[src/rtl/mem_access_pkg.sv]
// Shared definitions for the memory stage: opcode one-hot bit positions,
// load/store funct3 encodings, FSM state encoding and exception bit indices.
// Imported by mem_access and mem_lane_align.
package mem_access_pkg;

  // Widths of the one-hot opcode and exception vectors that travel down the pipe
  localparam int OPCODE_WIDTH    = 11;
  localparam int EXCEPTION_WIDTH = 4;

  // One-hot opcode bit positions
  localparam int OP_LUI    = 0;
  localparam int OP_AUIPC  = 1;
  localparam int OP_JAL    = 2;
  localparam int OP_JALR   = 3;
  localparam int OP_BRANCH = 4;
  localparam int OP_LOAD   = 5;
  localparam int OP_STORE  = 6;
  localparam int OP_IMM    = 7;
  localparam int OP_OP     = 8;
  localparam int OP_FENCE  = 9;
  localparam int OP_SYSTEM = 10;

  // Load funct3 encodings
  localparam logic [2:0] F3_LB  = 3'b000;
  localparam logic [2:0] F3_LH  = 3'b001;
  localparam logic [2:0] F3_LW  = 3'b010;
  localparam logic [2:0] F3_LBU = 3'b100;
  localparam logic [2:0] F3_LHU = 3'b101;

  // Store funct3 encodings
  localparam logic [2:0] F3_SB  = 3'b000;
  localparam logic [2:0] F3_SH  = 3'b001;
  localparam logic [2:0] F3_SW  = 3'b010;

  // Exception vector bit indices raised by this stage
  localparam int EXC_LOAD_ADDR_MISALIGNED  = 2;
  localparam int EXC_STORE_ADDR_MISALIGNED = 3;

  // Memory-stage FSM states
  typedef enum logic [1:0] {
    MEM_IDLE = 2'd0,
    MEM_WAIT = 2'd1,
    MEM_DONE = 2'd2
  } mem_state_e;

  // True when funct3 names a load this stage understands
  function automatic logic load_f3_valid(input logic [2:0] f3);
    return (f3 == F3_LB) || (f3 == F3_LH) || (f3 == F3_LW) ||
           (f3 == F3_LBU) || (f3 == F3_LHU);
  endfunction

  // True when funct3 names a store this stage understands
  function automatic logic store_f3_valid(input logic [2:0] f3);
    return (f3 == F3_SB) || (f3 == F3_SH) || (f3 == F3_SW);
  endfunction

endpackage

[src/rtl/mem_lane_align.sv]
// Combinational byte-lane steering for stores and extract/extend for loads.
// Zero latency; no state, no handshake.
// Byte enables follow access size for loads too so the bus sees the real footprint.
module mem_lane_align
  import mem_access_pkg::*;
(
  input  logic [2:0]  funct3_i,
  input  logic [1:0]  addr_lo_i,
  input  logic [31:0] store_data_i,
  input  logic [31:0] load_word_i,
  output logic [3:0]  be_o,
  output logic [31:0] wdata_o,
  output logic [31:0] load_data_o,
  output logic        misaligned_o
);

  logic [31:0] load_shift;
  logic [7:0]  load_byte;
  logic [15:0] load_half;

  assign load_shift = load_word_i >> {addr_lo_i, 3'b000};
  assign load_byte  = load_shift[7:0];
  assign load_half  = addr_lo_i[1] ? load_word_i[31:16] : load_word_i[15:0];

  // Store side: byte enables, replicated write data and alignment status by size
  always_comb begin
    be_o         = 4'b0000;
    wdata_o      = store_data_i;
    misaligned_o = 1'b0;
    case (funct3_i[1:0])
      2'b00: begin
        be_o    = 4'b0001 << addr_lo_i;
        wdata_o = {4{store_data_i[7:0]}};
      end
      2'b01: begin
        be_o         = 4'b0011 << {addr_lo_i[1], 1'b0};
        wdata_o      = {2{store_data_i[15:0]}};
        misaligned_o = addr_lo_i[0];
      end
      2'b10: begin
        be_o         = 4'b1111;
        misaligned_o = |addr_lo_i;
      end
      default: begin
        be_o = 4'b0000;
      end
    endcase
  end

  // Load side: pick the addressed byte/half and sign- or zero-extend by funct3[2]
  always_comb begin
    load_data_o = load_word_i;
    case (funct3_i)
      F3_LB:   load_data_o = {{24{load_byte[7]}}, load_byte};
      F3_LBU:  load_data_o = {24'h000000, load_byte};
      F3_LH:   load_data_o = {{16{load_half[15]}}, load_half};
      F3_LHU:  load_data_o = {16'h0000, load_half};
      default: load_data_o = load_word_i;
    endcase
  end

endmodule

[src/rtl/mem_access.sv]
// Memory pipeline stage: one data-bus request per load/store, results to writeback.
// Request leaves one cycle after the instruction arrives; min occupancy 3 cycles.
// Stalls upstream until the bus acks; MEM_MISALIGN_TRAP_EN turns misaligned accesses into traps.
module mem_access
  import mem_access_pkg::*;
#(
  parameter int DMEM_AW = 32
) (
  input  logic                       clk,
  input  logic                       rstn,
  input  logic [OPCODE_WIDTH-1:0]    prev_opcode_type,
  input  logic [EXCEPTION_WIDTH-1:0] prev_exception,
  input  logic [31:0]                prev_alu_result,
  input  logic [31:0]                prev_rs2_data,
  input  logic [2:0]                 prev_funct3,
  input  logic [4:0]                 prev_rd,
  input  logic [31:0]                prev_rd_wdata,
  input  logic                       prev_rd_valid,
  input  logic                       prev_rd_w_en,
  input  logic [31:0]                prev_pc,
  input  logic                       prev_stall_from_alu,
  input  logic                       prev_clk_en,
  input  logic                       prev_stall,
  input  logic                       force_stall,
  input  logic                       prev_flush,
  output logic                       dmem_req,
  output logic                       dmem_we,
  output logic [DMEM_AW-1:0]         dmem_addr,
  output logic [31:0]                dmem_wdata,
  output logic [3:0]                 dmem_be,
  input  logic                       dmem_ack,
  input  logic [31:0]                dmem_rdata,
  output logic [OPCODE_WIDTH-1:0]    opcode_type,
  output logic [EXCEPTION_WIDTH-1:0] exception,
  output logic [4:0]                 rd,
  output logic [31:0]                rd_wdata,
  output logic                       rd_valid,
  output logic                       rd_w_en,
  output logic [31:0]                pc,
  output logic                       clk_en,
  output logic                       stall,
  output logic                       flush
);

  // Decode of the incoming instruction
  logic is_load, is_store, mem_op, f3_ok, access_ok, stall_bit, mem_done;
  logic [EXCEPTION_WIDTH-1:0] exc_add_d;

  // Lane helper outputs, used as next-state values for the bus registers
  logic [3:0]         be_d;
  logic [31:0]        wdata_d;
  logic [31:0]        load_d;
  logic               misaligned;
  logic [DMEM_AW-1:0] addr_d;

  // FSM and bus registers
  mem_state_e         state_q;
  logic               req_q, we_q;
  logic [DMEM_AW-1:0] addr_q;
  logic [31:0]        wdata_q;
  logic [3:0]         be_q;
  logic [31:0]        load_q;
  logic               ld_q;      // completed access was a load with captured data
  logic               bad_q;     // access was refused (unknown funct3 or trapped)
  logic [EXCEPTION_WIDTH-1:0] exc_add_q;

  // Writeback-facing stage registers
  logic                       clk_en_q;
  logic                       flush_pend_q;
  logic [OPCODE_WIDTH-1:0]    opcode_q;
  logic [EXCEPTION_WIDTH-1:0] exception_q;
  logic [4:0]                 rd_q;
  logic [31:0]                rd_wdata_q;
  logic                       rd_valid_q;
  logic                       rd_w_en_q;
  logic [31:0]                pc_q;

  assign is_store = prev_opcode_type[OP_STORE];
  assign is_load  = prev_opcode_type[OP_LOAD] && !is_store;
  assign mem_op   = prev_clk_en && prev_stall_from_alu && (is_load || is_store);
  assign f3_ok    = is_store ? store_f3_valid(prev_funct3) : load_f3_valid(prev_funct3);
  assign addr_d   = {prev_alu_result[DMEM_AW-1:2], 2'b00};
  assign mem_done = (state_q == MEM_DONE);

`ifdef MEM_MISALIGN_TRAP_EN
  assign access_ok = f3_ok && !misaligned;

  // Misaligned half/word accesses become exceptions instead of bus cycles
  always_comb begin
    exc_add_d = '0;
    if (f3_ok && misaligned) begin
      if (is_store) exc_add_d[EXC_STORE_ADDR_MISALIGNED] = 1'b1;
      else          exc_add_d[EXC_LOAD_ADDR_MISALIGNED]  = 1'b1;
    end
  end
`else
  assign access_ok = f3_ok;
  assign exc_add_d = '0;
`endif

  // A memory op holds everything upstream until it reaches DONE
  assign stall     = prev_stall || force_stall || (mem_op && !mem_done);
  assign stall_bit = prev_stall || stall;
  assign flush     = prev_flush;

  mem_lane_align u_lane (
    .funct3_i     (prev_funct3),
    .addr_lo_i    (prev_alu_result[1:0]),
    .store_data_i (prev_rs2_data),
    .load_word_i  (dmem_rdata),
    .be_o         (be_d),
    .wdata_o      (wdata_d),
    .load_data_o  (load_d),
    .misaligned_o (misaligned)
  );

  // Bus FSM: issue once, hold until ack, then wait in DONE for the stage to advance
  always_ff @(posedge clk or negedge rstn) begin
    if (!rstn) begin
      state_q   <= MEM_IDLE;
      req_q     <= 1'b0;
      we_q      <= 1'b0;
      addr_q    <= '0;
      wdata_q   <= '0;
      be_q      <= '0;
      load_q    <= '0;
      ld_q      <= 1'b0;
      bad_q     <= 1'b0;
      exc_add_q <= '0;
    end else begin
      case (state_q)
        MEM_IDLE: begin
          // A flush arriving with the op does not stop the access from starting
          if (mem_op) begin
            ld_q      <= 1'b0;
            exc_add_q <= exc_add_d;
            if (access_ok) begin
              state_q <= MEM_WAIT;
              bad_q   <= 1'b0;
              req_q   <= 1'b1;
              we_q    <= is_store;
              addr_q  <= addr_d;
              be_q    <= be_d;
              wdata_q <= wdata_d;
            end else begin
              state_q <= MEM_DONE;
              bad_q   <= 1'b1;
            end
          end
        end
        MEM_WAIT: begin
          if (dmem_ack) begin
            state_q <= MEM_DONE;
            req_q   <= 1'b0;
            we_q    <= 1'b0;
            be_q    <= '0;
            if (!we_q) begin
              ld_q   <= 1'b1;
              load_q <= load_d;
            end
          end
        end
        MEM_DONE: begin
          if (!stall_bit) state_q <= MEM_IDLE;
        end
        default: state_q <= MEM_IDLE;
      endcase
    end
  end

  // Stage registers toward writeback, plus the valid/bubble/flush bookkeeping
  always_ff @(posedge clk or negedge rstn) begin
    if (!rstn) begin
      clk_en_q     <= 1'b0;
      flush_pend_q <= 1'b0;
      opcode_q     <= '0;
      exception_q  <= '0;
      rd_q         <= '0;
      rd_wdata_q   <= '0;
      rd_valid_q   <= 1'b0;
      rd_w_en_q    <= 1'b0;
      pc_q         <= '0;
    end else begin
      if (!stall_bit)       clk_en_q <= (prev_flush || flush_pend_q) ? 1'b0 : prev_clk_en;
      else if (!prev_stall) clk_en_q <= 1'b0;

      // Remember a flush seen while the access is in flight so its result is dropped
      flush_pend_q <= stall_bit && (flush_pend_q || (prev_flush && mem_op));

      if (!stall_bit && prev_clk_en) begin
        opcode_q    <= prev_opcode_type;
        exception_q <= prev_exception | (mem_done ? exc_add_q : {EXCEPTION_WIDTH{1'b0}});
        rd_q        <= prev_rd;
        rd_wdata_q  <= (mem_done && ld_q) ? load_q : prev_rd_wdata;
        rd_valid_q  <= (mem_done && ld_q) ? 1'b1 : prev_rd_valid;
        rd_w_en_q   <= prev_rd_w_en && !(mem_done && bad_q);
        pc_q        <= prev_pc;
      end
    end
  end

  assign dmem_req    = req_q;
  assign dmem_we     = we_q;
  assign dmem_addr   = addr_q;
  assign dmem_wdata  = wdata_q;
  assign dmem_be     = be_q;
  assign clk_en      = clk_en_q;
  assign opcode_type = opcode_q;
  assign exception   = exception_q;
  assign rd          = rd_q;
  assign rd_wdata    = rd_wdata_q;
  assign rd_valid    = rd_valid_q;
  assign rd_w_en     = rd_w_en_q;
  assign pc          = pc_q;

endmodule

[config.mk]
export PLATFORM = sky130hd
export DESIGN_NAME = mem_access
export DESIGN_NICKNAME = d
export VERILOG_FILES = /design/src/rtl/mem_access_pkg.sv /design/src/rtl/mem_lane_align.sv /design/src/rtl/mem_access.sv
export SDC_FILE = /design/constraint.sdc
export NUM_CORES = 1
export LEC_CHECK = 0
export ABC_AREA = 1
export BUFFER_PORTS_ARGS = -buffer_cell sky130_fd_sc_hd__buf_2
export CORE_MARGIN = 3
export CORE_UTILIZATION = 30
export CTS_BUF_LIST = sky130_fd_sc_hd__clkbuf_8
export CTS_CLUSTER_SIZE = 25
export DETAILED_ROUTE_END_ITERATION = 7
export SLEW_MARGIN = 20
export SYNTH_ARGS = -nofsm -noshare
export SYNTH_HDL_FRONTEND = slang
export SYNTH_SLANG_ARGS = --single-unit
[constraint.sdc]
create_clock -name clk -period 1.9 [get_ports clk]
set_input_delay 0.38 -clock clk [delete_from_list [all_inputs] [get_ports clk]]
set_output_delay 0.38 -clock clk [all_outputs]
set_load 0.02 [all_outputs]
Word level (Yosys, flattened, before mapping)
Index checks and enable logic that the tools add are counted.
{"block": "totals", "ff_bits": 192, "inputBits": 193, "out_inout_bits": 159, "wordCells": 101}
{"block": "classes", "n_eq_ne": 14, "shifts": 3, "n_mux": 31, "n_bitwise": 1, "reduce_logical": 34}
{"op": "$pmux 32 s4", "n": 1}
{"op": "$pmux 32 s2", "n": 1}
{"op": "$mux 32", "n": 1}
{"op": "$shr 32x5->8", "n": 1}
{"op": "$mux 16", "n": 1}
{"op": "$mux 1", "n": 14}
{"op": "$mux 4", "n": 3}
{"op": "$ne 2x2->1 const B", "n": 6}
{"op": "$pmux 4 s3", "n": 1}
{"op": "$logic_and 1x1->1", "n": 10}
{"op": "$logic_or 1x1->1", "n": 10}
{"op": "$reduce_and 3->1", "n": 3}
{"op": "$mux 2", "n": 4}
{"op": "$pmux 4 s2", "n": 1}
{"op": "$reduce_and 4->1", "n": 2}
{"op": "$eq 3x3->1 const B", "n": 2}
{"op": "$pmux 1 s2", "n": 3}
{"op": "$pmux 2 s3", "n": 1}
{"op": "$eq 2x1->1 const B", "n": 2}
{"op": "$eq 2x2->1 const B", "n": 2}
{"op": "$logic_not 1->1", "n": 4}
{"op": "$logic_not 2->1", "n": 2}
{"op": "$shl 1x2->4 const A", "n": 1}
{"op": "$shl 2x2->4 const A", "n": 1}
{"op": "6 further kinds", "n": 6}

Depth between registers and ports, before layout
Gate-level depths: netlist of the first run.
{"block": "depth", "depth_word": 9, "mapped_depth": 11, "depth_no_buf": 9}

Cells and area by module
From an unflattened synthesis of the first run, not the netlist that was laid out.
{"block": "unflattened", "cells_unflattened": 1255, "hier_area_um2": 9794.4}
{"module": "mem_access", "n_inst": 1, "cells_each": 989, "area_each_um2": 8548.2, "seq_area_each_um2": 4804.6}
{"module": "mem_lane_align", "n_inst": 1, "cells_each": 266, "area_each_um2": 1246.2, "seq_area_each_um2": 0.0}

Worst setup path before layout of the first run
Ideal clock, no wire load.
{"block": "synth_timing", "path_kind": "input to register", "startpoint": "in prev_funct3[1]", "endpoint": "reg wdata_q[30], in the netlist dmem_wdata[30]", "setup_ns": 0.122, "arrival_time_ns": 1.301, "required_ns": 1.778, "slack_ns": 0.476, "path_stages": 9, "path_buffers": 3, "cell_sequence": "buf_6 o21ai_1 nand2_1 nor2_4 inv_2 buf_6 buf_2 nand2_1 o21ai_1"}
{"block": "synth_via", "elab_chain_len": 7, "elab_cells_between_ends": 14, "cone_classes": "5 x eq/ne; 2 x mux; 7 x reduce/logical"}
{"item": "start: declaration", "line_no": "mem_access.sv:15", "text": "input logic [2:0] prev_funct3,"}
{"item": "$eq 3x1->1 or $logic_not 3->1 (tied branches)", "line_no": "mem_access_pkg.sv:48, mem_access_pkg.sv:54"}
{"item": "$logic_or 1x1->1 (2 in a row)", "line_no": "mem_access_pkg.sv:48, mem_access_pkg.sv:54"}
{"item": "$logic_or 1x1->1", "line_no": "mem_access_pkg.sv:48", "text": "return (f3 == F3_LB) || (f3 == F3_LH) || (f3 == F3_LW) ||"}
{"item": "$logic_or 1x1->1", "line_no": "mem_access_pkg.sv:49", "text": "(f3 == F3_LBU) || (f3 == F3_LHU);"}
{"item": "$mux 1", "line_no": "mem_access.sv:81", "text": "assign f3_ok = is_store ? store_f3_valid(prev_funct3) : load_f3_valid(prev_funct3);"}
{"item": "$reduce_and 3->1 (no source line)"}
{"item": "end signal: assignment", "line_no": "mem_access.sv:144", "text": "wdata_q <= wdata_d;"}
{"item": "end: declaration", "line_no": "mem_access.sv:60", "text": "logic [31:0] wdata_q;"}
Parallel ways exist; a longest one is shown, timed or not.
A chain may end at the register's enable or synchronous reset.

Final worst setup path of the first run
{"block": "layout_timing", "startpoint": "reg state_q[0]", "endpoint": "out stall"}
{"block": "layout_via", "elab_chain_len": 4}
{"item": "start: declaration", "line_no": "mem_access.sv:57", "text": "mem_state_e state_q;"}
{"item": "start signal: assignment", "line_no": "mem_access.sv:120", "text": "state_q <= MEM_IDLE;"}
{"item": "start signal: assignment", "line_no": "mem_access.sv:138", "text": "state_q <= MEM_WAIT;"}
{"item": "start signal: assignment", "line_no": "mem_access.sv:146", "text": "state_q <= MEM_DONE;"}
{"item": "$eq 2x2->1", "line_no": "mem_access.sv:83", "text": "assign mem_done = (state_q == MEM_DONE);"}
{"item": "$logic_not 1->1", "line_no": "mem_access.sv:102", "text": "assign stall = prev_stall || force_stall || (mem_op && !mem_done);"}
{"item": "$logic_and 1x1->1", "line_no": "mem_access.sv:102"}
{"item": "$logic_or 1x1->1", "line_no": "mem_access.sv:102"}
{"item": "end: declaration", "line_no": "mem_access.sv:41", "text": "output logic stall,"}
No other way between the ends.

==> results of run 1 <==
==> kinds of logic (layout without fill, tap and decap cells) <==
kind of cell,count (synthesis),in the layout,synth area share (%)
and+or+nand+nor,530,530,24.0
AOI/OAI and AO/OA,199,199,11.5
DFF,192,192,54.5
buffers and inverters,190,533,9.87
other,1,4,0.0426
==> power by group <==
group | switching (mW) | internal, mW | total [mW]
logic | 3.05 | 1.59 | 4.64
registers | 0.641 | 5.39 | 6.03
clock network | 1.66 | 1.34 | 3.01
==> worst paths after layout <==
check	end	cells past startpoint	slack, ps
min reg2reg	dmem_req	2	470
min in group asynchronous	rd_wdata[6]	2	410
max reg2reg	load_q[0]	7	330
max	stall	5	150
max in group asynchronous	opcode_type[3]	3	800
min	dmem_addr[16]	3	90
==> metal layers <==
layer	GRT usage (%)	wire, microns	vias to the layer above	share of wire [%]
met2	29.1	12800	314	46
met5	0	41	-	0.15
met3	6.12	2590	40	9.3
li1	-	-	4100	-
met4	5.17	560	6	2.0
met1	22.3	11700	3720	42
==> timing repair <==
action                                  CTS  global route
hold endpoints to repair                 36             0
hold buffers                              1             0
buffers inserted                          0             1
endpoints found under the setup margin    0             1
gates resized for setup                   0             2
==> worst max-delay path: cells and delay by family, from the launching register on <==
family        cells  cell delay, ps
buf+inv           2             250
flops             1             410
simple gates      3             240
==> layout make-up <==
| class | instances | share of cell area, % |
|---|---|---|
| Tap cell | 384 | 4.21 |
| Clock inverter | 15 | 1.72 |
| Clock buffer | 17 | 2.05 |
| Inverter | 127 | 4.18 |
| Antenna cell | 2 | 0.0439 |
| Sequential cell | 192 | 42.1 |
| Timing Repair Buffer | 374 | 17.9 |
| Multi-Input combinational cell | 731 | 27.7 |
==> flip-flops by register name (all words and copies together), names as in the netlist <==
register / count
clk_en: 1
dmem_addr: 30
dmem_wdata: 32
opcode_type: 11
rd_w_en: 1
load_q: 32
rd: 5
dmem_we: 1
flush_pend_q: 1
dmem_be: 4
bad_q: 1
rd_wdata: 32
dmem_req: 1
rd_valid: 1
pc: 32
exception: 4
ld_q: 1
state_q: 2
==> per-stage QoR <==
| step | std cells | worst slack [ps] | utilization (%) | cell area (sq um) | total power [mW] |
|---|---|---|---|---|---|
| after CTS | 1839 | 15.6 | 39.5 | 11400 | 13.9 |
| final | 1842 | 152 | 39.5 | 11400 | 13.7 |
| after detailed placement | 1806 | 132 | 37.9 | 10900 | 10.8 |
| after floorplan | 1113 | 476 | - | 8810 | 8.89 |
| after global placement | 1806 | 159 | 37.9 | 10900 | 10.7 |
| after global routing | 1841 | 17.1 | 39.5 | 11400 | 14.7 |
==> Yosys cell counts, types with 2 or more instances <==
| cell | number |
|---|---|
| nand2_1 | 432 |
| dfrtp_1 | 192 |
| inv_1 | 123 |
| o21ai_0 | 121 |
| nand3_1 | 53 |
| a21oi_1 | 37 |
| o21ai_1 | 35 |
| nor2_1 | 27 |
| buf_2 | 23 |
| clkbuf_1 | 18 |
| buf_6 | 14 |
| or2_2 | 11 |
| buf_4 | 6 |
| a21boi_0 | 4 |
| inv_2 | 3 |
| buf_1 | 2 |
| nand4_1 | 2 |
| nor2_4 | 2 |
==> metrics.txt, run 1 <==
# TYPE chip_impl_metric gauge
chip_impl_info{name="status",value="finished clean"} 1
chip_impl_metric{name="worst-path-max-fanout",unit=""} 3
chip_impl_info{name="tritoncts",value="yes"} 1
chip_impl_metric{name="drive_above_1_share",unit="%"} 29.5
chip_impl_info{name="synth_top_flop_cell",value="dfrtp_1"} 1
chip_impl_info{name="critical_path.cell_chain",value="inv_2, nand2_2, nand2_2, nand2_1, buf_2"} 1
chip_impl_metric{name="initial_util",unit="%"} 30.5
chip_impl_metric{name="io_buffer_count",unit=""} 349
chip_impl_info{name="crit_path_start_kind",value="flip-flop"} 1
chip_impl_info{name="synth_area_leaders",value="dfrtp_1 (55%), nand2_1 (18%), o21ai_0 (6.9%)"} 1
chip_impl_metric{name="grt_max_degree",unit=""} 86
chip_impl_info{name="cp-end-kind",value="output pin"} 1
chip_impl_metric{name="fin_skew",unit="ps"} 13.6
chip_impl_metric{name="number_of_global_route_vias_before_repair",unit=""} 8090
chip_impl_metric{name="setup_viol",unit=""} 0
chip_impl_info{name="cts.root.buffer_cell",value="clkbuf_8"} 1
chip_impl_metric{name="number_of_antenna_violations_at_the_first_check_in_global_routing",unit=""} 4
chip_impl_metric{name="h-tree-depth",unit=""} 4
chip_impl_metric{name="gr-usage-all-layers",unit="%"} 17.8
chip_impl_metric{name="power.density",unit="nW/um^2"} 1200
chip_impl_metric{name="final.period_utilization",unit="%"} 92.0
chip_impl_info{name="cp_slowest_cell",value="dfrtp_1"} 1
chip_impl_metric{name="power.static_leakage",unit="nW"} 6.48
chip_impl_metric{name="crit_arrival",unit="ps"} 1370
chip_impl_metric{name="drt_iter0_drc",unit=""} 377
chip_impl_metric{name="timing.final.hold_violations",unit=""} 0
chip_impl_info{name="final_cell_mix",value="nand2_1 (429), buf_2 (348), dfrtp_1 (192), inv_1 (123), o21ai_0 (121)"} 1
chip_impl_metric{name="wl_per_cell",unit="microns"} 15.1
chip_impl_metric{name="holdWs",unit="ps"} 90.7
chip_impl_info{name="min-delay-start",value="prev_alu_result[16]"} 1
chip_impl_metric{name="report.final.slew_viol_count",unit=""} 0
chip_impl_metric{name="synth_edf_count",unit=""} 0
chip_impl_metric{name="worst_pin_slew",unit="ps"} 716
chip_impl_info{name="startpoint_of_the_most_critical_register_to_register_path",value="state_q[1]"} 1
chip_impl_metric{name="slowest_delay",unit="ps"} 410
chip_impl_metric{name="cts_max_path_buffers",unit=""} 2
chip_impl_metric{name="clk_pin_slew_worst_setup_hold_paths",unit="ps"} 110
chip_impl_metric{name="row_count",unit=""} 62
chip_impl_metric{name="final-seq-area",unit="sq um"} 4800
chip_impl_metric{name="synthesis.yosys.warnings",unit=""} 0
chip_impl_info{name="criticalPathCategory",value="reg2out"} 1
chip_impl_metric{name="synthToLayoutAreaGrowth",unit="%"} 29.4
chip_impl_metric{name="multi_input_area",unit="sq um"} 3160
chip_impl_info{name="worstHoldPathType",value="in2reg"} 1
chip_impl_info{name="grt_setup_unrepaired",value="false"} 1
chip_impl_metric{name="dieHeight",unit="microns"} 177
chip_impl_metric{name="nFillCells",unit=""} 3082
chip_impl_metric{name="postSynthAreaPerCell",unit="sq um"} 7.92
chip_impl_metric{name="post-dp-hpwl",unit="mm"} 21.0
chip_impl_metric{name="post_synth_num_cell_types",unit=""} 25
chip_impl_metric{name="vdd_drop_max",unit="uV"} 656
chip_impl_info{name="layout_commonest_cell",value="nand2_1"} 1
chip_impl_metric{name="globalplace.congestion",unit=""} 0.813
chip_impl_metric{name="cts-buffers-inserted",unit=""} 17
chip_impl_metric{name="fmaxAchievable",unit="MHz"} 572
chip_impl_metric{name="share_of_flip_flops_with_an_asynchronous_set_or_reset",unit="%"} 100
chip_impl_metric{name="synth_seq_cells",unit=""} 192
chip_impl_metric{name="timing.final.crit_period",unit="ps"} 1750
chip_impl_metric{name="tritoncts_num_sinks",unit=""} 192
chip_impl_metric{name="post_synth_design_cell_area",unit="sq um"} 8810
chip_impl_metric{name="placeableCoreArea",unit="sq um"} 28900
chip_impl_info{name="worstSetupStartpoint",value="state_q[0]"} 1
chip_impl_metric{name="die_footprint",unit="sq um"} 31500
chip_impl_metric{name="maxSlewHeadroom",unit="%"} 52.1
chip_impl_metric{name="worst_skew_late_latency",unit="ps"} 480
chip_impl_metric{name="number_of_instances_in_the_synthesized_netlist",unit=""} 1112
chip_impl_metric{name="max_cap_viol_count",unit=""} 0
chip_impl_metric{name="layout.nets",unit=""} 1636
chip_impl_metric{name="totalNegativeSetupSlack",unit="ps"} 0
chip_impl_metric{name="die-width",unit="microns"} 177
chip_impl_metric{name="area_fraction_of_the_dominant_cell_type_after_synthesis",unit="%"} 54.5
chip_impl_metric{name="routed_wl",unit="mm"} 27.7
chip_impl_metric{name="postRouteAntennaNets",unit=""} 0
chip_impl_info{name="timing.critical_path.mode_cell",value="nand2_2"} 1
chip_impl_metric{name="remaining_drc_errors",unit=""} 0
chip_impl_metric{name="grt_first_pass_wirelength",unit="mm"} 43.4
chip_impl_metric{name="num_vias",unit=""} 8180
chip_impl_metric{name="synth.yosys.seq_area_share",unit="%"} 54.5
chip_impl_metric{name="gr-total-overflow",unit=""} 0
chip_impl_info{name="synth_top_cell_by_area",value="dfrtp_1"} 1
chip_impl_metric{name="routed_via_density",unit=""} 4.44
chip_impl_metric{name="detailedRoute.firstPassIterationCount",unit=""} 5
chip_impl_metric{name="floorplan.io_pins",unit=""} 352
chip_impl_metric{name="critical_path_required",unit="ps"} 1520
Note: power is estimated with default switching activity, not from simulation.
==> run 2: changes to the inputs <==
- ABC_AREA: 1 -> not set
==> metrics.txt, run 2 <==
# TYPE chip_impl_metric gauge
chip_impl_metric{name="globalplace.congestion",unit=""} 0.809
chip_impl_metric{name="wl_per_cell",unit="microns"} 17.8
chip_impl_metric{name="number_of_instances_in_the_synthesized_netlist",unit=""} 735
chip_impl_metric{name="fin_skew",unit="ps"} 17.0
chip_impl_metric{name="totalNegativeSetupSlack",unit="ps"} 0
chip_impl_info{name="synthTopCellsByCount",value="dfrtp_1 (192), nand2_1 (84), o21ai_0 (70)"} 1
chip_impl_metric{name="tritoncts_num_sinks",unit=""} 192
chip_impl_metric{name="vdd_drop_max",unit="uV"} 663
chip_impl_metric{name="setup_viol",unit=""} 0
chip_impl_info{name="min_to",value="dmem_addr[6]"} 1
chip_impl_metric{name="timing.final.crit_period",unit="ps"} 1790
chip_impl_metric{name="number_of_antenna_violations_at_the_first_check_in_global_routing",unit=""} 9
chip_impl_metric{name="post-dp-hpwl",unit="mm"} 20.8
chip_impl_metric{name="worst-path-max-fanout",unit=""} 6
chip_impl_metric{name="row_count",unit=""} 61
chip_impl_metric{name="synth_edf_count",unit=""} 0
chip_impl_metric{name="worst_pin_slew",unit="ps"} 656
chip_impl_metric{name="cts-buffers-inserted",unit=""} 17
chip_impl_info{name="worst_path_dominant_cell_family",value="flip-flops"} 1
chip_impl_metric{name="postSynthAreaPerCell",unit="sq um"} 11.7
chip_impl_metric{name="grt_max_degree",unit=""} 47
chip_impl_metric{name="min_path_cells",unit=""} 2
chip_impl_metric{name="synthesis.yosys.warnings",unit=""} 0
chip_impl_info{name="tritoncts",value="yes"} 1
chip_impl_info{name="criticalPathCategory",value="reg2out"} 1
chip_impl_info{name="synth_top_flop_cell",value="dfrtp_1"} 1
chip_impl_metric{name="die_footprint",unit="sq um"} 30600
chip_impl_metric{name="floorplan.io_pins",unit=""} 352
chip_impl_info{name="grt_setup_unrepaired",value="false"} 1
chip_impl_metric{name="h-tree-depth",unit=""} 4
chip_impl_metric{name="reg2regPathDepth",unit=""} 8
chip_impl_metric{name="worstPathBufferInverterCount",unit=""} 1
chip_impl_metric{name="io_buffer_count",unit=""} 349
chip_impl_metric{name="number_of_global_route_vias_before_repair",unit=""} 7126
chip_impl_metric{name="postRouteAntennaNets",unit=""} 0
chip_impl_info{name="final_cell_mix",value="buf_2 (347), dfrtp_1 (191), nand2_1 (83), o21ai_0 (69), mux2i_1 (65)"} 1
chip_impl_metric{name="slowest_delay",unit="ps"} 470
chip_impl_metric{name="num_vias",unit=""} 6842
chip_impl_info{name="layout_commonest_cell",value="buf_2"} 1
chip_impl_metric{name="power.static_leakage",unit="nW"} 6.03
chip_impl_metric{name="routed_wl",unit="mm"} 26.5
chip_impl_info{name="worstHoldPathType",value="in2reg"} 1
chip_impl_metric{name="power.density",unit="nW/um^2"} 1240
chip_impl_metric{name="synthToLayoutAreaGrowth",unit="%"} 33.6
chip_impl_metric{name="layout.nets",unit=""} 1286
chip_impl_info{name="min-delay-start",value="prev_alu_result[6]"} 1
chip_impl_metric{name="clk_pin_slew_worst_setup_hold_paths",unit="ps"} 120
chip_impl_info{name="cp_slowest_cell",value="dfrtp_2"} 1
chip_impl_info{name="cts.root.buffer_cell",value="clkbuf_8"} 1
chip_impl_info{name="status",value="finished clean"} 1
chip_impl_metric{name="cts_max_path_buffers",unit=""} 2
chip_impl_metric{name="gr-usage-all-layers",unit="%"} 17.1
chip_impl_info{name="synth_area_leaders",value="dfrtp_1 (56%), mux2i_1 (7.6%), mux2_4 (6.8%)"} 1
chip_impl_info{name="cp-end-kind",value="output pin"} 1
chip_impl_metric{name="smallest_setup_slack_after_layout",unit="ps"} 109
chip_impl_metric{name="share_of_flip_flops_with_an_asynchronous_set_or_reset",unit="%"} 100
chip_impl_metric{name="timing.final.hold_violations",unit=""} 0
chip_impl_metric{name="drive_above_1_share",unit="%"} 44.5
chip_impl_metric{name="placeableCoreArea",unit="sq um"} 28000
chip_impl_metric{name="area_fraction_of_the_dominant_cell_type_after_synthesis",unit="%"} 56.0
chip_impl_metric{name="r2r_setup_slack",unit="ps"} 300
chip_impl_info{name="startpoint_of_the_most_critical_register_to_register_path",value="state_q[1]"} 1
chip_impl_metric{name="drt_iter0_drc",unit=""} 249
chip_impl_metric{name="initial_util",unit="%"} 30.6
chip_impl_metric{name="routed_via_density",unit=""} 4.60
chip_impl_info{name="crit_path_start_kind",value="flip-flop"} 1
chip_impl_metric{name="grt_first_pass_wirelength",unit="mm"} 40.6
chip_impl_info{name="worst_r2r_endpoint",value="dmem_be[2]"} 1
chip_impl_metric{name="critical_path_required",unit="ps"} 1520
chip_impl_metric{name="final.period_utilization",unit="%"} 94.3
chip_impl_info{name="critical_path.cell_chain",value="nor2b_4, o21ai_1, buf_4"} 1
chip_impl_metric{name="gr-total-overflow",unit=""} 0
chip_impl_metric{name="final_core_util",unit="%"} 40.9
chip_impl_metric{name="total_power",unit="mW"} 14.2
chip_impl_metric{name="max_cap_viol_count",unit=""} 0
chip_impl_metric{name="dp_slack",unit="ps"} 85.9
chip_impl_metric{name="die-width",unit="microns"} 175
chip_impl_metric{name="detailedRoute.firstPassIterationCount",unit=""} 4
chip_impl_metric{name="post_synth_design_cell_area",unit="sq um"} 8570
chip_impl_info{name="yosys.cell_count.top_type",value="dfrtp_1"} 1
chip_impl_metric{name="remaining_drc_errors",unit=""} 0
chip_impl_metric{name="synth_seq_cells",unit=""} 192
chip_impl_metric{name="crit_arrival",unit="ps"} 1410
chip_impl_info{name="synth_top_cell_by_area",value="dfrtp_1"} 1
chip_impl_metric{name="post_synth_num_cell_types",unit=""} 45
chip_impl_metric{name="report.final.slew_viol_count",unit=""} 0
chip_impl_metric{name="synth.yosys.seq_area_share",unit="%"} 56.0
chip_impl_metric{name="maxSlewHeadroom",unit="%"} 56.2
chip_impl_metric{name="dieHeight",unit="microns"} 175
chip_impl_metric{name="worst_skew_late_latency",unit="ps"} 470
chip_impl_metric{name="fmaxAchievable",unit="MHz"} 558
## run 2: cell count changes in the layout (fill, tap and decap cells not counted), sizes merged, moves of 11 or more
| cell | change |
|---|---|
| inv | -108 |
| mux2i | +65 |
| a31oi | +23 |
| o21ai | -83 |
| a21oi | -17 |
| nand2 | -349 |
| nor2 | +25 |
| nand3 | -46 |
| buf | +17 |
| or2 | -11 |
| mux2 | +89 |
## run 2: worst max path at each step
stage | startpoint | depth (start not counted) | endpoint | slack, ps
2_1_floorplan | state_q[1] | 5 | exception[0] | 360
3_3_place_gp | prev_funct3[0] | 5 | dmem_be[0] | 130
5_1_grt | state_q[0] | 3 | stall | 10
6_report | state_q[0] | 3 | stall | 110
4_1_cts | state_q[0] | 3 | stall | 10
3_5_place_dp | prev_funct3[0] | 5 | load_q[2] | 90
## run 2: worst register-to-register path, cell delays in order, from the launching register on
cell     delay, ps
dfrtp_1        400
buf_4          150
nor2_1         100
buf_4          130
nand4_4        170
buf_4          230
buf_4          160
nand3_1         70
o21ai_0         90
## run 2: stage by stage
step	hold slack, ps	std cells	area (sq um)
6_report	109	1489	11500
5_1_grt	61.9	1486	11400
4_1_cts	59.9	1481	11400
3_5_place_dp	380	1448	11000
3_3_place_gp	375	1448	11000
2_1_floorplan	84.4	736	8580
## run 2: logic make-up after synthesis
family / count (synthesis) / share of synthesized area (%)
buf+inv: 73 / 4.26
mux: 154 / 21.0
other cells: 1 / 0.0437
compound gates: 153 / 10.7
flops: 192 / 56.0
simple gates: 162 / 7.98
## run 2: timing repair
action	4_1_cts	5_1_grt
endpoints found under the setup margin	1	1
gates resized for setup	1	2
pin swaps	0	0
setup buffers	0	3
hold buffers	1	0
hold endpoints to repair	39	0
## run 2: metal layers
layer / vias up / part of all wire [%] / global-route usage, %
li1: 3282 / - / -
met1: 3243 / 41 / 20.5
met2: 285 / 48 / 29.1
met3: 22 / 10 / 6.93
met4: 10 / 1.0 / 3.62
met5: - / 0.17 / 0
## run 2: where the power goes
group / switching [mW] / internal (mW) / total (mW) / leakage, nW
Clock: 1.79 / 1.02 / 2.82 / 0.210
Sequential: 0.886 / 5.52 / 6.41 / 2.32
Combinational: 2.95 / 2.06 / 5.01 / 3.50
## run 2: final cells by class
| class | count | area, sq um |
|---|---|---|
| multi-input cells | 471 | 3430 |
| flip-flops and latches | 192 | 4810 |
| fillers | 2782 | 16600 |
| clock inverters | 15 | 188 |
| well taps | 378 | 473 |
| clock buffers | 17 | 234 |
| repair buffers | 391 | 2240 |
| inverters | 20 | 75.1 |
| diodes | 5 | 12.5 |
==> run 3: changes to the inputs <==
- SETUP_SLACK_MARGIN: not set -> 0.4
==> metrics.txt, run 3 (synthesis gave the netlist of run 2 again) <==
# TYPE chip_impl_metric gauge
chip_impl_info{name="status",value="finished clean"} 1
chip_impl_metric{name="final_cells",unit=""} 1536
chip_impl_metric{name="synthToLayoutAreaGrowth",unit="%"} 50.0
chip_impl_metric{name="holdWs",unit="ps"} 108
chip_impl_metric{name="initial_util",unit="%"} 30.6
chip_impl_info{name="min-delay-start",value="prev_alu_result[16]"} 1
chip_impl_info{name="cts.root.buffer_cell",value="clkbuf_8"} 1
chip_impl_metric{name="postRouteAntennaNets",unit=""} 0
chip_impl_metric{name="grt_first_pass_wirelength",unit="mm"} 42.7
chip_impl_metric{name="max_cap_viol_count",unit=""} 0
chip_impl_metric{name="final-seq-area",unit="sq um"} 4810
chip_impl_info{name="cp_slowest_cell",value="dfrtp_1"} 1
chip_impl_metric{name="timing.final.hold_violations",unit=""} 0
chip_impl_metric{name="drt_iter0_drc",unit=""} 246
chip_impl_metric{name="reg2regPathDepth",unit=""} 7
chip_impl_metric{name="drive_above_1_share",unit="%"} 52.7
chip_impl_metric{name="number_of_global_route_vias_before_repair",unit=""} 7480
chip_impl_metric{name="power.density",unit="nW/um^2"} 1180
chip_impl_info{name="timing.critical_path.mode_cell",value="buf_12"} 1
chip_impl_metric{name="total_power",unit="mW"} 15.1
chip_impl_metric{name="wl_per_cell",unit="microns"} 19.3
chip_impl_info{name="worst_path_dominant_cell_family",value="buffers and inverters"} 1
chip_impl_metric{name="smallest_setup_slack_after_layout",unit="ps"} 201
chip_impl_metric{name="setup_viol",unit=""} 0
chip_impl_metric{name="report.final.slew_viol_count",unit=""} 0
chip_impl_metric{name="cts-buffers-inserted",unit=""} 17
chip_impl_metric{name="routed_via_density",unit=""} 4.75
chip_impl_info{name="startpoint_of_the_most_critical_register_to_register_path",value="state_q[1]"} 1
chip_impl_metric{name="floorplan.io_pins",unit=""} 352
chip_impl_metric{name="post-dp-hpwl",unit="mm"} 20.5
chip_impl_metric{name="routed_wl",unit="mm"} 29.6
chip_impl_metric{name="fmaxAchievable",unit="MHz"} 588
chip_impl_metric{name="multi_input_area",unit="sq um"} 3820
chip_impl_metric{name="tritoncts_num_sinks",unit=""} 192
chip_impl_metric{name="slowest_delay",unit="ps"} 400
chip_impl_metric{name="power.static_leakage",unit="nW"} 6.70
chip_impl_info{name="crit_path_start_kind",value="flip-flop"} 1
chip_impl_metric{name="placeableCoreArea",unit="sq um"} 28000
chip_impl_metric{name="number_of_antenna_violations_at_the_first_check_in_global_routing",unit=""} 6
chip_impl_info{name="min_to",value="dmem_addr[16]"} 1
chip_impl_metric{name="num_vias",unit=""} 7298
chip_impl_metric{name="detailedRoute.firstPassIterationCount",unit=""} 5
chip_impl_metric{name="final.period_utilization",unit="%"} 89.4
chip_impl_metric{name="worst_pin_slew",unit="ps"} 661
chip_impl_metric{name="fin_skew",unit="ps"} 18.2
chip_impl_metric{name="min_path_cells",unit=""} 2
chip_impl_metric{name="final_core_util",unit="%"} 45.9
chip_impl_metric{name="gr-usage-all-layers",unit="%"} 18.1
chip_impl_metric{name="die-width",unit="microns"} 175
chip_impl_metric{name="crit_arrival",unit="ps"} 2070
chip_impl_metric{name="vdd_drop_max",unit="uV"} 723
chip_impl_info{name="criticalPathCategory",value="reg2reg"} 1
chip_impl_metric{name="remaining_drc_errors",unit=""} 0
chip_impl_info{name="grt_setup_unrepaired",value="true"} 1
chip_impl_metric{name="timing.final.crit_period",unit="ps"} 1700
chip_impl_metric{name="worstPathBufferInverterCount",unit=""} 4
chip_impl_info{name="final_cell_mix",value="buf_2 (342), dfrtp_1 (190), mux2i_1 (65), mux2_4 (50), nor2_1 (49)"} 1
chip_impl_metric{name="grt_max_degree",unit=""} 51
chip_impl_metric{name="r2r_setup_slack",unit="ps"} 200
chip_impl_metric{name="h-tree-depth",unit=""} 4
chip_impl_info{name="tritoncts",value="yes"} 1
chip_impl_metric{name="placedCellCount",unit=""} 1445
chip_impl_metric{name="critical_path_required",unit="ps"} 2270
chip_impl_metric{name="layout.nets",unit=""} 1336
chip_impl_metric{name="gr-total-overflow",unit=""} 0
chip_impl_metric{name="row_count",unit=""} 61
chip_impl_metric{name="globalplace.congestion",unit=""} 0.786
chip_impl_metric{name="io_buffer_count",unit=""} 349
chip_impl_metric{name="clk_pin_slew_worst_setup_hold_paths",unit="ps"} 120
chip_impl_info{name="layout_commonest_cell",value="buf_2"} 1
chip_impl_metric{name="nFillCells",unit=""} 2608
chip_impl_info{name="worstHoldPathType",value="in2reg"} 1
chip_impl_metric{name="die_footprint",unit="sq um"} 30600
chip_impl_metric{name="dp_slack",unit="ps"} -5.76
chip_impl_metric{name="worst-path-max-fanout",unit=""} 6
chip_impl_metric{name="worst_skew_late_latency",unit="ps"} 470
chip_impl_metric{name="cts_max_path_buffers",unit=""} 2
chip_impl_info{name="critical_path.cell_chain",value="nor2b_4, buf_6, o211ai_4, buf_12, buf_12, buf_12, mux2_2"} 1
chip_impl_metric{name="maxSlewHeadroom",unit="%"} 55.8
chip_impl_metric{name="dieHeight",unit="microns"} 175
chip_impl_info{name="worst_r2r_endpoint",value="pc[3]"} 1
chip_impl_info{name="cp-end-kind",value="flip-flop"} 1
-- run 3: changes by cell type in the layout (fill, tap and decap cells not counted), sizes merged --
cell	change
clkbuf	+10
and4bb	+1
clkinv	-3
inv	+1
buf	+38
bufbuf	+2
bufinv	+1
diode	-3
-- run 3: final cells by class --
class / instances / area share [%]
clock buffer: 18 / 1.93
clock inverter: 14 / 1.45
antenna: 2 / 0.0389
sequential: 192 / 37.4
timing repair buffer: 440 / 25.3
tap: 378 / 3.68
inverter: 20 / 0.584
multi-input combinational: 472 / 29.7
-- run 3: worst max-delay path by stage --
stage              startpoint       endpoint  slack [ps]  cells after the start
2_1_floorplan  prev_funct3[1]  dmem_addr[10]         400                      5
3_3_place_gp   prev_funct3[1]  dmem_wdata[2]          -7                      5
3_5_place_dp   prev_funct3[1]   dmem_addr[4]          -6                      5
4_1_cts            state_q[1]          stall         200                      3
5_1_grt            state_q[1]          pc[3]         150                      7
6_report           state_q[1]          pc[3]         200                      7
-- run 3: per-layer routing --
layer | GRT usage [%] | wire length [microns]
met1 | 21.1 | 12000
met2 | 32.1 | 14700
met3 | 6.58 | 2690
met4 | 3.49 | 188
met5 | 0 | 57
-- run 3: worst reg2reg max path, cell delays in order, from the launching register on --
cell      delay, ps
dfrtp_1         400
nor2b_4         140
buf_6           120
o211ai_4        190
buf_12          150
buf_12          130
buf_12          140
mux2_2          350
-- run 3: report_power, final --
part           leakage [nW]  switching, mW  internal [mW]
combinational          4.16           3.17           2.57
sequential             2.32          0.957           5.52
clock                 0.216           1.73           1.17
-- run 3: metrics by stage --
step	cell area, sq um	setup TNS [ps]
after floorplan	8580	0
after global placement	10900	-12.4
after detailed placement	10900	-5.76
after CTS	12100	0
after global routing	12900	0
final	12900	0
-- run 3: timing repair --
item	4_1_cts	5_1_grt
endpoints found under the setup margin	122	187
hold buffers	1	0
cloned	12	13
buffers inserted	19	12
endpoints found under the hold margin	44	0
pin swaps	20	25
resized for setup	73	136
